`src/rtl/debounce_pkg.sv`:
```
// Shared FSM encodings for the pushbutton debouncer.
package debounce_pkg;

  typedef enum logic [1:0] {
    S_LOW       = 2'b00,
    S_WAIT_HIGH = 2'b01,
    S_HIGH      = 2'b10,
    S_WAIT_LOW  = 2'b11
  } state_t;

  function automatic int cnt_width(input int n);
    return $clog2(n + 1);
  endfunction

endpackage

```
`src/rtl/sample_tick_gen.sv`:
```
// Free-running prescaler: one-cycle tick every SAMPLE_DIV clocks.
module sample_tick_gen #(
  parameter int SAMPLE_DIV = 100000
) (
  input  logic clk,
  input  logic rst,
  output logic tick
);

  localparam int W = $clog2(SAMPLE_DIV);
  localparam logic [W-1:0] LAST = W'(SAMPLE_DIV - 1);

  logic [W-1:0] cnt;

  always_ff @(posedge clk or negedge rst) begin
    if (!rst) begin
      cnt <= '0;
    end else if (cnt == LAST) begin
      cnt <= '0;
    end else begin
      cnt <= cnt + W'(1);
    end
  end

  assign tick = (cnt == LAST);

endmodule

```
`src/rtl/debounce_pulse.sv`:
```
// Pushbutton debouncer with press pulse and optional release pulse.
// Release pulse enabled by defining DEBOUNCE_RELEASE_PULSE_EN.
module debounce_pulse
  import debounce_pkg::*;
#(
  parameter int SAMPLE_DIV = 100000,
  parameter int STABLE_CNT = 4
) (
  input  logic clk,
  input  logic rst,
  input  logic btn_in,
  output logic level,
  output logic en_out,
  output logic rel_out,
  output logic busy
);

  localparam int CW = cnt_width(STABLE_CNT);
  localparam logic [CW-1:0] CNT_MAX = CW'(STABLE_CNT);
  localparam logic [CW-1:0] CNT_ONE = CW'(1);

  logic sync_q1;
  logic sync;
  logic tick;

  state_t state;
  state_t nstate;
  logic [CW-1:0] stable_cnt;
  logic [CW-1:0] ncnt;
  logic [CW-1:0] cnt_inc;
  logic en_q;

  always_ff @(posedge clk or negedge rst) begin
    if (!rst) begin
      sync_q1 <= 1'b0;
      sync    <= 1'b0;
    end else begin
      sync_q1 <= btn_in;
      sync    <= sync_q1;
    end
  end

  sample_tick_gen #(
    .SAMPLE_DIV(SAMPLE_DIV)
  ) u_tick (
    .clk (clk),
    .rst (rst),
    .tick(tick)
  );

  assign cnt_inc = (stable_cnt == CNT_MAX) ? stable_cnt
                                           : stable_cnt + CNT_ONE;

  always_comb begin
    nstate = state;
    ncnt   = stable_cnt;
    if (tick) begin
      unique case (state)
        S_LOW: begin
          if (sync) begin
            ncnt   = CNT_ONE;
            nstate = (CNT_ONE == CNT_MAX) ? S_HIGH : S_WAIT_HIGH;
          end
        end
        S_WAIT_HIGH: begin
          if (sync) begin
            ncnt = cnt_inc;
            if (cnt_inc == CNT_MAX) nstate = S_HIGH;
          end else begin
            ncnt   = '0;
            nstate = S_LOW;
          end
        end
        S_HIGH: begin
          if (!sync) begin
            ncnt   = CNT_ONE;
            nstate = (CNT_ONE == CNT_MAX) ? S_LOW : S_WAIT_LOW;
          end
        end
        S_WAIT_LOW: begin
          if (!sync) begin
            ncnt = cnt_inc;
            if (cnt_inc == CNT_MAX) nstate = S_LOW;
          end else begin
            ncnt   = '0;
            nstate = S_HIGH;
          end
        end
        default: begin
          ncnt   = '0;
          nstate = S_LOW;
        end
      endcase
    end
  end

  // Pulses fire only on entry from the low/high side, never on bounce-back.
  always_ff @(posedge clk or negedge rst) begin
    if (!rst) begin
      state      <= S_LOW;
      stable_cnt <= '0;
      en_q       <= 1'b0;
    end else begin
      state      <= nstate;
      stable_cnt <= ncnt;
      en_q       <= !state[1] && (nstate == S_HIGH);
    end
  end

`ifdef DEBOUNCE_RELEASE_PULSE_EN
  logic rel_q;

  always_ff @(posedge clk or negedge rst) begin
    if (!rst) begin
      rel_q <= 1'b0;
    end else begin
      rel_q <= state[1] && (nstate == S_LOW);
    end
  end

  assign rel_out = rel_q;
`else
  assign rel_out = 1'b0;
`endif

  assign level  = state[1];
  assign busy   = state[0];
  assign en_out = en_q;

endmodule

```
`config.mk`:
```
export PLATFORM = sky130hd
export DESIGN_NAME = debounce_pulse
export DESIGN_NICKNAME = d
export VERILOG_FILES = /design/src/rtl/debounce_pkg.sv /design/src/rtl/sample_tick_gen.sv /design/src/rtl/debounce_pulse.sv
export SDC_FILE = /design/constraint.sdc
export NUM_CORES = 1
export LEC_CHECK = 0
export ABC_AREA = 1
export BUFFER_PORTS_ARGS = -buffer_cell sky130_fd_sc_hd__buf_2
export CELL_PAD_IN_SITES_DETAIL_PLACEMENT = 1
export CELL_PAD_IN_SITES_GLOBAL_PLACEMENT = 1
export CORE_ASPECT_RATIO = 2
export CORE_MARGIN = 3
export CORE_UTILIZATION = 40
export CTS_BUF_LIST = sky130_fd_sc_hd__clkbuf_4 sky130_fd_sc_hd__clkbuf_8
export CTS_CLUSTER_DIAMETER = 100
export DETAILED_ROUTE_END_ITERATION = 16
export HOLD_SLACK_MARGIN = 0.12
export PLACE_DENSITY = 0.84
export REMOVE_ABC_BUFFERS = 1
export SLEW_MARGIN = 10
export SYNTH_ARGS = -nofsm -noshare
export SYNTH_HDL_FRONTEND = slang
export SYNTH_SLANG_ARGS = --single-unit
```
`constraint.sdc`:
```
create_clock -name clk -period 1.48 [get_ports clk]
set_input_delay 0.222 -clock clk [delete_from_list [all_inputs] [get_ports clk]]
set_output_delay 0.222 -clock clk [all_outputs]
set_load 0.02 [all_outputs]
```
* After elaboration in Yosys (flattened, before gate mapping)
Index checks and enable logic that the tools add are counted.
Storage, ports and cells: logic and storage cells 36, latch bits 0, memories kept 0, input port bits 3, memory bits (read-only) 0, output and inout bits 4, flip-flop bits (word level) 25, RAM bits 0
Cells by class: add/sub/neg operators 2, bitwise operators 0, shift operators 0, mux-type cells 15, eq/ne operators 9, magnitude comparators 0, $mul 0, reductions and logical operators 4, divide/modulo/power cells 0
Operator list (number):
- 17-bit by 1-bit adder with 17-bit output, second input constant | 1
- 17-bit equality test, second input constant | 1
- 17-bit 2-to-1 mux | 1
- 3-bit 2-to-1 mux | 5
- 2-bit 2-to-1 mux | 7
- 3-bit case mux with 4 select lines | 1
- 2-bit case mux with 4 select lines | 1
- 2-bit equality test, second input constant | 3
- 3-bit equality test, second input constant | 2
- 2-bit != test, second input constant | 2
- 3-bit by 1-bit adder with 3-bit output, second input constant | 1
- 3-bit AND reduction | 1
- 2-bit by 1-bit equality test with 1-bit output, second input constant | 1
- 2-bit zero test | 1
- 1-bit logical AND | 1
- 1-bit zero test | 1

* Logic depth before layout (Yosys ltp)
depth after elaboration 9, depth in mapped cells 9, depth with buffers taken out 9

* Hierarchy
From an unflattened synthesis, not the netlist that was laid out.
Second synthesis, totals: cells, all modules 190, area total of the unflattened synthesis 1397.6 um2
By module, submodules not included:
- sample_tick_gen | seq. area each 425.4 um2, instances 1, area each 978.4 um2, cells an instance 138
- debounce_pulse | seq. area each 200.2 um2, instances 1, area each 419.2 um2, cells an instance 52

* Worst setup path after synthesis
OpenSTA, ideal clock, no wires.
path type flip-flop to flip-flop, start register stable_cnt[0], end register state[1], data required time 1.363 ns, cell stages (with the launch flop) 9, setup slack 0.096 ns, arrival time 1.266 ns, setup time 0.117 ns, period minus slack after synthesis 1.384 ns, path buffers 0, path through dfrtp_1 inv_1 ha_1 nor2_1 nand3_1 nor2_1 nand2_1 nand2_1 nand2_1
Between the ends: word-level cells in the longest chain between the ends 7, elaborated cells between the ends (all ways) 10, classes of those cells 1 x add/sub; 2 x eq/ne; 7 x mux
RTL lines:
- from (decl) | RTL line debounce_pulse.sv:28 | logic [CW-1:0] stable_cnt;
- from (signal assigned) | RTL line debounce_pulse.sv:105 | stable_cnt <= ncnt;
- 3-bit by 1-bit adder with 3-bit output / 3-bit equality test (equally long branches) | RTL line debounce_pulse.sv:52, debounce_pulse.sv:51
- 3-bit 2-to-1 mux * | RTL line debounce_pulse.sv:51 | assign cnt_inc = (stable_cnt == CNT_MAX) ? stable_cnt
- 3-bit equality test * | RTL line debounce_pulse.sv:68, debounce_pulse.sv:83
- 2-bit 2-to-1 mux, on equally long branches | RTL line debounce_pulse.sv:83, debounce_pulse.sv:68
- 2-bit 2-to-1 mux, on equally long branches | RTL line debounce_pulse.sv:81, debounce_pulse.sv:66
- 2-bit case mux with 4 select lines * | RTL line debounce_pulse.sv:58 | unique case (state)
- 2-bit 2-to-1 mux * | RTL line debounce_pulse.sv:57 | if (tick) begin
- net nstate[1] | RTL line debounce_pulse.sv:27 | state_t nstate;
- to (signal assigned) | RTL line debounce_pulse.sv:104 | state <= nstate;
- to (decl) | RTL line debounce_pulse.sv:26 | state_t state;
Mark *: on every way through the listed nets, which the timed path passes. The rest lies on a longest branch. A chain may end at the register's enable or synchronous reset.

* Worst setup path after layout
start register u_tick.cnt[0], end register u_tick.cnt[7]
Between the ends: word-level cells in the longest chain between the ends 2, elaborated cells between the ends (all ways) 3, classes of those cells 1 x add/sub; 1 x eq/ne; 1 x mux
RTL lines:
- from (decl) | RTL line sample_tick_gen.sv:13 | logic [W-1:0] cnt;
- from (signal assigned) | RTL line sample_tick_gen.sv:21 | cnt <= cnt + W'(1);
- 17-bit by 1-bit adder with 17-bit output / 17-bit equality test (equally long branches) | RTL line sample_tick_gen.sv:21, sample_tick_gen.sv:18
- 17-bit 2-to-1 mux * | RTL line sample_tick_gen.sv:18 | end else if (cnt == LAST) begin
Mark *: on every way between the ends. The rest lies on a longest branch, timed or not.

==> impl_metrics.toml <==
[status]
status = "finished, final reports clean"

[timing]
slew_viol_final = 0
setup_viol = 0
fmax_ghz = 0.687
finalCriticalPeriod_ps = 1450
fin_crit_sh_pct = 98.3
tightest_slew_ps = 581
skew_ps = 8.74
finalSetupTns_ps = 0
setup_ws_ps = 25.3
rsz0062_at_grt = "true"
finalHoldViolCount = 0
slew-limit-headroom_pct = 61.3

[placement]
dp_hpwl_microns = 2900
routabilityCongestion = 0.872
placed_area_sq_um = 1590
io_buffers = 5
place_ws_ps = -82.8
dp.cells = 259

[finish]
antennaDiodeCount = 0
final-seq-area_sq_um = 626
multi_input_area_sq_um = 696
syn2layout_area_growth_pct = 19.3
finalInstanceArea_sq_um = 1730
nets = 229
drive_gt1_share_pct = 18.5
instances_no_fill = 270
fill_cells = 467

[cts]
root_buffer = "clkbuf_8"
clock_latency_ps = 270
cts-htree-levels = 1
path_clk_slew_ps = 90
clock_path_buffers = 2
tritoncts = "yes"
cts.sinks = 25
numCtsBuffers = 3

[pwr]
power_density_nw_per_um2 = 666
combPwrFrac_pct = 2.3
p_clk_share_pct = 37.9
p_int_w = 0.000903
p_leak_nw = 0.933
p_sw_w = 0.000247
p_total_w = 0.00115
p_seq_share_pct = 59.7
ir_worst_vdd_mv = 0.586
swShare_pct = 21.5

[worst_setup_path]
worstReg2RegStart = "u_tick.cnt[0]"
crit_family = "simple AND/OR/NAND/NOR gates"
start_kind = "flop"
r2r_end = "u_tick.cnt[7]"
r2r_cells = 7
critical_path_arrival_ps = 1610
path_class = "reg2reg"
worst_setup_path_end_kind = "flop"
required_ps = 1640
r2r_slack_ps = 30
cpPeakStageDelay_ps = 370
crit_buf_inv = 1
crit_path_max_fanout = 7
path_depth = 7
crit_chain = "ha_2, nand2_4, nor2_8, nand3_4, nor2_4, buf_4, nor3_1"
slowest_stage = "dfrtp_1"

[detailed_routing]
firstDrtPassIters = 4
dr_total_vias = 1308
postRouteAntennaNets = 0
viasPerCell = 4.84
wirelength_microns = 3700
wl_per_cell_microns = 13.7
drt_iter0_drc = 12
post-route-drc-count = 0

[floorplan]
die_y_microns = 91.1
core_sq_um = 3450
rows = 30
die_w_microns = 48.5
dieArea_sq_um = 4420
ios = 7
start_util_pct = 41.9

[yosys]
syn-instance-count = 198
synth_area_sq_um = 1450
ys_seq_elements = 25
synth.yosys.seq_area_share_pct = 43.2
syn_avg_cell_area_sq_um = 7.31
yosys_warnings = 0
synth_cell_types = 22

[min_path]
whs_path_depth = 0
worstHoldStart = "sync_q1"
hold_path_end = "sync"
hp-class = "reg2reg"

[global_routing]
grt_max_degree = 26
track_usage_pct = 19.1
overflow = 0
grt_pass1_wl_microns = 6530
grt_pass1_vias = 1424
antenna_found_initial = 0

[flow_run]
maxCapViolCount = 0
## repair_timing
| action | CTS | global route |
|---|---|---|
| buffers inserted | 2 | 3 |
| pin swaps | 2 | 7 |
| hold buffers | 2 | 0 |
| resized for setup | 3 | 9 |
| endpoints found under the hold margin | 26 | 0 |
| endpoints found under the setup margin | 5 | 13 |
## per-layer routing
metal	share of wire [%]	global-route usage [%]	wire, microns
met1	33	17.3	1200
met4	3.2	8.31	120
met2	63	39.7	2320
met3	1.3	2.13	48
met5	0	0	0
## cell families (layout without fill, tap and decap cells)
group	count (synthesis)	after routing	synth area share, %
buffers and inverters	39	63	11.1
AOI/OAI and AO/OA	5	5	1.73
xor gates and xnor gates	6	6	3.63
DFF	25	25	43.2
adders and majority gates	3	3	2.59
other	1	1	0.259
and+or+nand+nor	119	119	37.4
## metrics by stage
step           hold WS (ps)  utilization, %
2_1_floorplan         -73.6               -
3_3_place_gp            255            45.9
3_5_place_dp            264            45.9
4_1_cts                 363            48.8
5_1_grt                 377            50.0
6_report                361            50.0
## area by class of cell
type	count	area share (%)
inverter	37	8.04
timing repair buffer	22	9.13
multi-input combinational	134	40.3
tap	48	3.48
sequential	25	36.2
clock buffer	4	2.83
## flip-flops by register name, summed over array words and instances (netlist names)
signal / count
sync_q1: 1
stable_cnt: 3
state: 2
u_tick.cnt: 17
en_out: 1
sync: 1
## power by group through the flow
stage	registers, W	clock network (W)	logic, W
5_1_grt	0.000688	0.000478	0.0000311
3_3_place_gp	0.000701	0	0.0000234
2_1_floorplan	0.000700	0	0.00000589
6_report	0.000687	0.000436	0.0000269
3_5_place_dp	0.000701	0	0.0000241
4_1_cts	0.000687	0.000443	0.0000278
## synthesized netlist by cell type (all sizes together)
cell type  instances  area, sq um
nor2              37          163
xnor2              2         17.5
buf                2         22.5
nand3             17          113
nor3               4         20.0
xor2               4         35.0
nand2             58          228
nor2b              1         6.26
inv               37          139
a21oi              1         5.00
dfrtp             25          626
conb               1         3.75
o21ai              4         20.0
nand4              2         12.5
ha                 3         37.5
## worst max-delay path by stage
stage	start	endpoint	slack, ps
6_report	u_tick.cnt[0]	u_tick.cnt[7]	30
5_1_grt	u_tick.cnt[0]	stable_cnt[0]	-80
4_1_cts	u_tick.cnt[0]	stable_cnt[0]	20
3_5_place_dp	stable_cnt[0]	state[1]	-80
3_3_place_gp	stable_cnt[0]	state[1]	-70
2_1_floorplan	u_tick.cnt[0]	stable_cnt[2]	30
## placed cells by master, fill, tap and decap left out, drive strengths merged, types with 2 or more instances in the layout
master,n
clkbuf,4
nand3,17
nand2,58
buf,20
ha,3
dfrtp,25
o21ai,4
xor2,4
nor2,37
nor3,4
nand4,2
inv,37
dlygate4sd3,2
xnor2,2
Power figures use the tool's default switching activity.
